$ cat config.mk
export PLATFORM = sky130hd
export DESIGN_NAME = sensor_sampler
export DESIGN_NICKNAME = d
export VERILOG_FILES = /design/src/rtl/sensor_sampler.sv
export SDC_FILE = /design/constraint.sdc
export NUM_CORES = 1
export LEC_CHECK = 0
export CAP_MARGIN = 10
export CORE_UTILIZATION = 40
export DETAILED_ROUTE_END_ITERATION = 10
export GPL_ROUTABILITY_DRIVEN = 0
export PLACE_DENSITY_LB_ADDON = 0.1
export SYNTH_ARGS = -nofsm -noshare
export SYNTH_HDL_FRONTEND = slang
export SYNTH_SLANG_ARGS = --single-unit
$ cat constraint.sdc
create_clock -name clk -period 3.4 [get_ports clk]
set_input_delay 0.68 -clock clk [delete_from_list [all_inputs] [get_ports clk]]
set_output_delay 0.68 -clock clk [all_outputs]
set_load 0.005 [all_outputs]
$ cat src/rtl/sensor_sampler.sv
// Polls four height sensors over a shared req/valid bus and publishes all readings atomically.
// Optional continuous scanning is enabled by defining SENSOR_SAMPLER_AUTOSCAN_EN.
module sensor_sampler #(
  parameter int TIMEOUT_CYC = 16
) (
  input  logic       clk,
  input  logic       rst,
  input  logic       start,
  output logic [1:0] sel,
  output logic       req,
  input  logic [7:0] bus_data,
  input  logic       bus_valid,
  output logic [7:0] sensor1,
  output logic [7:0] sensor2,
  output logic [7:0] sensor3,
  output logic [7:0] sensor4,
  output logic [3:0] fault,
  output logic       snap_valid,
  output logic       busy,
  output logic [1:0] state_dbg
);

  localparam int CW = (TIMEOUT_CYC > 2) ? $clog2(TIMEOUT_CYC) : 1;
  localparam logic [CW-1:0] CNT_LAST = CW'(TIMEOUT_CYC - 1);

  typedef enum logic [1:0] {
    ST_IDLE = 2'd0,
    ST_REQ  = 2'd1,
    ST_GAP  = 2'd2
  } state_t;

  state_t        state, state_next;
  logic [CW-1:0] cnt;
  logic [7:0]    shadow [4];
  logic [3:0]    shadow_fault;
  logic          capture;
  logic          publish;
  logic [7:0]    cap_data;
  logic          cap_fault;

  // A REQ phase ends on valid data or on its last allowed cycle; valid wins a tie.
  assign capture   = (state == ST_REQ) && (bus_valid || (cnt == CNT_LAST));
  assign publish   = capture && (sel == 2'd3);
  assign cap_data  = bus_valid ? bus_data : 8'd0;
  assign cap_fault = ~bus_valid;

  always_ff @(posedge clk) begin
    if (rst) state <= ST_IDLE;
    else     state <= state_next;
  end

  always_comb begin
    state_next = state;
    case (state)
      ST_IDLE: begin
`ifdef SENSOR_SAMPLER_AUTOSCAN_EN
        state_next = ST_REQ;
`else
        if (start) state_next = ST_REQ;
`endif
      end
      ST_REQ: begin
        if (capture) begin
`ifdef SENSOR_SAMPLER_AUTOSCAN_EN
          state_next = ST_GAP;
`else
          state_next = publish ? ST_IDLE : ST_GAP;
`endif
        end
      end
      ST_GAP:  state_next = ST_REQ;
      default: state_next = ST_IDLE;
    endcase
  end

  always_comb begin
    req       = (state == ST_REQ);
    busy      = (state != ST_IDLE);
    state_dbg = state;
  end

  // In autoscan the GAP after sensor 3 wraps sel back to 0, doubling as the restart cycle.
  always_ff @(posedge clk) begin
    if (rst) begin
      sel          <= 2'd0;
      cnt          <= '0;
      shadow_fault <= 4'd0;
      sensor1      <= 8'd0;
      sensor2      <= 8'd0;
      sensor3      <= 8'd0;
      sensor4      <= 8'd0;
      fault        <= 4'd0;
      snap_valid   <= 1'b0;
      for (int i = 0; i < 4; i++) shadow[i] <= 8'd0;
    end else begin
      snap_valid <= publish;
      case (state)
        ST_IDLE: begin
          sel <= 2'd0;
          cnt <= '0;
        end
        ST_REQ: begin
          if (capture) begin
            shadow[sel]       <= cap_data;
            shadow_fault[sel] <= cap_fault;
            cnt               <= '0;
          end else begin
            cnt <= cnt + 1'b1;
          end
        end
        ST_GAP: begin
          sel <= sel + 2'd1;
          cnt <= '0;
        end
        default: ;
      endcase
      if (publish) begin
        sensor1 <= shadow[0];
        sensor2 <= shadow[1];
        sensor3 <= shadow[2];
        sensor4 <= cap_data;
        fault   <= {cap_fault, shadow_fault[2:0]};
      end
    end
  end

endmodule
Word-level counts from Yosys, hierarchy flattened
Memory sizes are Yosys's and may differ from the RTL's. A register that Yosys moved wholly into a read port is not among the register bits.
Cells that the tools add are included.

operators by class
  add/sub/neg operators = 2
  $lt $le $gt $ge = 2
  equal/unequal tests = 6
  mux-type cells = 20
  bitwise gates (word level) = 1
  reduce and logical (&&, ||, !) cells = 12

operators by type and width
  operator               count
  $mux W8                2
  $mux W1                8
  $mux W2                4
  $pmux W4 S2            1
  $reduce_or A8 Y1       1
  $pmux W2 S3            1
  $reduce_bool A2 Y1     3
  $add A4 B1 Y4 const B  1
  $bwmux W4              1
  $eq A2 B2 Y1 const B   2
  $eq A4 B4 Y1 const B   1
  $mux W4                1
  $pmux W2 S2            1
  $reduce_and A2 Y1      2
  $logic_and A1 B1 Y1    3
  $lt A2 B3 Y1 const B   1
  $add A2 B1 Y2 const B  1
  $demux W1 S2           1
  $eq A2 B1 Y1 const B   1
  $ge A2 B1 Y1 const B   1
  $logic_not A2 Y1       1
  $ne A2 B1 Y1 const B   1
  $ne A2 B2 Y1 const B   1
  $reduce_or A2 Y1       1
  other kinds (2)        2

word-level totals
  register bits after elaboration = 25
  memory bits (writable) = 32
  input port bits = 12
  output and inout bits = 43
  word-level logic and storage cells = 51
  memories = 1

memory list
  name    words  bits a word  read ports  clocked after Yosys merged registers in  write ports  line  source
  shadow  4      8            3           3                                        4            34    logic [7:0] shadow [4];

Logic depth before layout (Yosys ltp)
  word-level depth = 9
  gate-level depth with buffers = 6
  mapped depth without buffers = 4

Least setup slack after synthesis
Ideal clock, no wire load.

  kind = input to register
  from = in bus_valid
  to = mem shadow[1][0], enable pin
  library setup time = 334 ps
  arrival = 1631 ps
  data required time = 3066 ps
  slack = 1435 ps
  stages on the path = 5
  buffers on the path = 2
  cells stage by stage = buf_6 a31o_1 buf_2 nand4_1 nand2b_1

RTL lines
  item             line  source
  start, declared  12    input logic bus_valid,
  end, declared    34

Worst setup path in the final report
  from = reg state[1], in the netlist state_dbg[1]
  to = out req

between the ends
  cells in the longest elaborated chain, start to end = 1

RTL lines
  item                    line  source
  start, declared         32    state_t state, state_next;
  start signal, assigned  49    else state <= state_next;
  $eq A2 B1 Y1            77    req = (state == ST_REQ);
  end, declared           10    output logic req,

No other way between the ends.

==> impl_metrics.py <==
metrics = {
    "worst_setup_path": {
        "path_max_fanout": 14,
        "worstSetupStartpointType": "flop",
        "critPathCaptureType": "output pin",
        "worstRegToRegCells": 4,
        "worstPathRequired_ps": 2720,
        "cp.arrival_ps": 1890,
        "r2r-start": "cnt[0]$_SDFFE_PP0P_",
        "r2r-end": "shadow[0][2]$_SDFFCE_PN0P_",
        "reg2reg_slack_ps": 1270,
        "crit_type": "flop to output pin",
    },
    "floorplanning": {
        "initial_utilization": 0.4168,
        "rows": 31,
        "die_x_um": 89.40,
        "die_area_sq_um": 7992,
        "coreArea_sq_um": 7331,
        "dieHeight_um": 89.40,
        "ios": 55,
    },
    "hold_path": {
        "hold_path_end": "sensor2[4]$_SDFFE_PP0P_",
        "hp-start": "sensor2[4]$_SDFFE_PP0P_",
        "min_path_cells": 2,
        "holdCritPathClass": "flop to flop",
    },
    "global_routing": {
        "grtUsageTotal": 0.1673,
        "grt_pass1_vias": 1957,
        "antenna_found_initial": 0,
        "globalRouteOverflowTotal": 0,
        "grt_pass1_wl_um": 9735,
        "grt_max_degree": 41,
    },
    "detailed_routing": {
        "firstDrtPassIters": 4,
        "ant_nets": 0,
        "wl_per_cell_um": 13.91,
        "drc": 0,
        "vias_per_cell": 4.788,
        "num_vias": 2054,
        "drtIter0Drc": 50,
        "postRouteWirelength_um": 5967,
    },
    "clock_network": {
        "ctsResizeCount": 0,
        "clk_latency_ps": 330,
        "clkSinkCount": 72,
        "clock-root-buffer": "clkbuf_8",
        "cts_buffer_depth": 2,
        "clk_pin_slew_ps": 70,
        "hold_buffers": 0,
        "cts_tree": "yes",
        "cts_setup_buffers": 0,
        "htreeDepth": 3,
        "numCtsBuffers": 9,
    },
    "layout": {
        "final_common_cell": "nand2b_1",
        "finish.utilization": 0.5211,
        "stdcell_area_sq_um": 3820,
        "instances_no_fill": 429,
        "drive_gt1_frac": 0.06970,
        "most-common-layout-cells": "nand2b_1 (66), clkdlybuf4s50_1 (53), dfxtp_1 (48)",
        "diodes": 0,
        "fill_cells": 644,
        "area_delta_synth_final_pct": 25.02,
        "nets": 342,
    },
    "logic_synthesis": {
        "netlist_area_sq_um": 3055,
        "yosys.cell_types.count": 31,
        "syn_nets": 291,
        "yosys_warnings": 0,
        "ys_seq_area_frac": 0.5504,
        "post_synth_inst_count": 274,
        "synth_edf_count": 24,
        "synth-seq-cells": 72,
        "synth_top_flop_cell": "dfxtp_1",
        "ys_async_sr_fraction": 0,
        "avgSynthCellArea_sq_um": 11.15,
    },
    "run": {
        "drv_cap": 0,
    },
    "sta": {
        "min_period_over_period": 0.7568,
        "fin_tns_setup_ps": 0,
        "drv_slew": 0,
        "clock.fmax_mhz": 388.6,
        "fin_crit_ps": 2573,
        "rsz0062_at_grt": "false",
        "slew-limit-headroom": 0.5629,
        "setup_viol": 0,
        "worst_pin_slew_ps": 655.7,
        "fin_skew_ps": 6.115,
        "hold_viol_final": 0,
    },
    "power": {
        "ir_drop_mv": 0.1949,
        "powerDensity_nw_per_um2": 432.8,
        "static-leakage-power_nw": 1.249,
    },
    "placed_design": {
        "placedCellCount": 413,
        "postPlaceCellArea_sq_um": 3626,
        "hpwl_um": 3967,
        "io_buffers": 54,
    },
    "run_status": {
        "status": "finished, final reports clean",
    },
}
power by group:
group / leakage, nW / total (W) / internal (W) / switching (W)
clock: 0.102 / 0.000650 / 0.000348 / 0.000302
combinational: 0.511 / 0.0000913 / 0.0000438 / 0.0000475
sequential: 0.636 / 0.000912 / 0.000903 / 0.00000915
layout make-up:
type	instances	area, sq um	area share
clock buffer	14	183.9	0.04815
clock inverter	2	10.01	0.002620
inverter	2	7.507	0.001965
multi-input combinational	182	1247	0.3266
sequential	72	1682	0.4402
tap	99	123.9	0.03243
timing repair buffer	58	565.5	0.1481
worst max-delay path: stages (launching register included):
cell and delay [ps]:
dfxtp_1 450, and2b_1 530, clkdlybuf4s50_1 580
registers in the layout (all words and copies together) (netlist names):
signal	flops
state_dbg	2
fault	4
sensor1	8
sel	2
sensor3	8
sensor4	8
shadow	24
sensor2	8
shadow_fault	3
snap_valid	1
cnt	4
metrics by stage:
stage	worst slack [ps]	hold WS (ps)	total power [W]
after floorplan	1435	449.2	0.0009863
after global placement	730.6	459.2	0.001024
after detailed placement	714.5	461.0	0.001024
after CTS	812.2	474.5	0.001668
after global routing	702.6	498.2	0.001724
final	826.8	469.0	0.001653
logic make-up (layout without fill, tap and decap cells):
| kind of cell | after synthesis | in the layout | synth area share |
|---|---|---|---|
| AND/OR/NAND/NOR | 124 | 124 | 0.2347 |
| adder cells (fa/ha/maj) | 5 | 5 | 0.02048 |
| AO/OA/AOI/OAI | 18 | 18 | 0.03850 |
| buffers and inverters | 20 | 76 | 0.04136 |
| multiplexers | 35 | 35 | 0.1147 |
| flip-flops | 72 | 72 | 0.5504 |
how the worst max path moves through the flow:
| stage | from | endpoint | slack (ps) | cells past startpoint |
|---|---|---|---|---|
| 2_1_floorplan | bus_valid | shadow[1][0]$_SDFFCE_PN0P_ | 1430 | 5 |
| 3_3_place_gp | bus_valid | shadow[0][0]$_SDFFCE_PN0P_ | 730 | 4 |
| 3_5_place_dp | bus_valid | shadow[0][6]$_SDFFCE_PN0P_ | 710 | 4 |
| 4_1_cts | state_dbg[1]$_SDFFE_PP0P_ | req | 810 | 2 |
| 5_1_grt | state_dbg[1]$_SDFFE_PP0P_ | req | 700 | 2 |
| 6_report | state_dbg[1]$_SDFFE_PP0P_ | req | 830 | 2 |
layer usage:
metal  vias up  wire [um]  GRT usage
met4         0        127    0.09380
met1       957       2946     0.2307
met3        10        260    0.03324
li1       1032          -          -
met5         -          0          0
met2        55       2633     0.2457
cell usage after synthesis, types with 2 or more instances:
| cell type | instances | share of area |
|---|---|---|
| a21oi_1 | 5 | 0.0082 |
| a311oi_1 | 3 | 0.0086 |
| a31oi_1 | 6 | 0.012 |
| buf_2 | 2 | 0.0033 |
| buf_6 | 2 | 0.0074 |
| buf_8 | 3 | 0.015 |
| clkbuf_1 | 11 | 0.014 |
| dfxtp_1 | 48 | 0.31 |
| edfxtp_1 | 24 | 0.24 |
| ha_1 | 5 | 0.020 |
| inv_1 | 2 | 0.0025 |
| mux2i_1 | 35 | 0.11 |
| nand2_1 | 7 | 0.0086 |
| nand2b_1 | 66 | 0.14 |
| nand3_1 | 2 | 0.0033 |
| nand3b_1 | 10 | 0.025 |
| nand4_1 | 2 | 0.0041 |
| nor2_1 | 27 | 0.033 |
| nor3_1 | 2 | 0.0033 |
No activity file was read; power rests on OpenSTA's default activity.
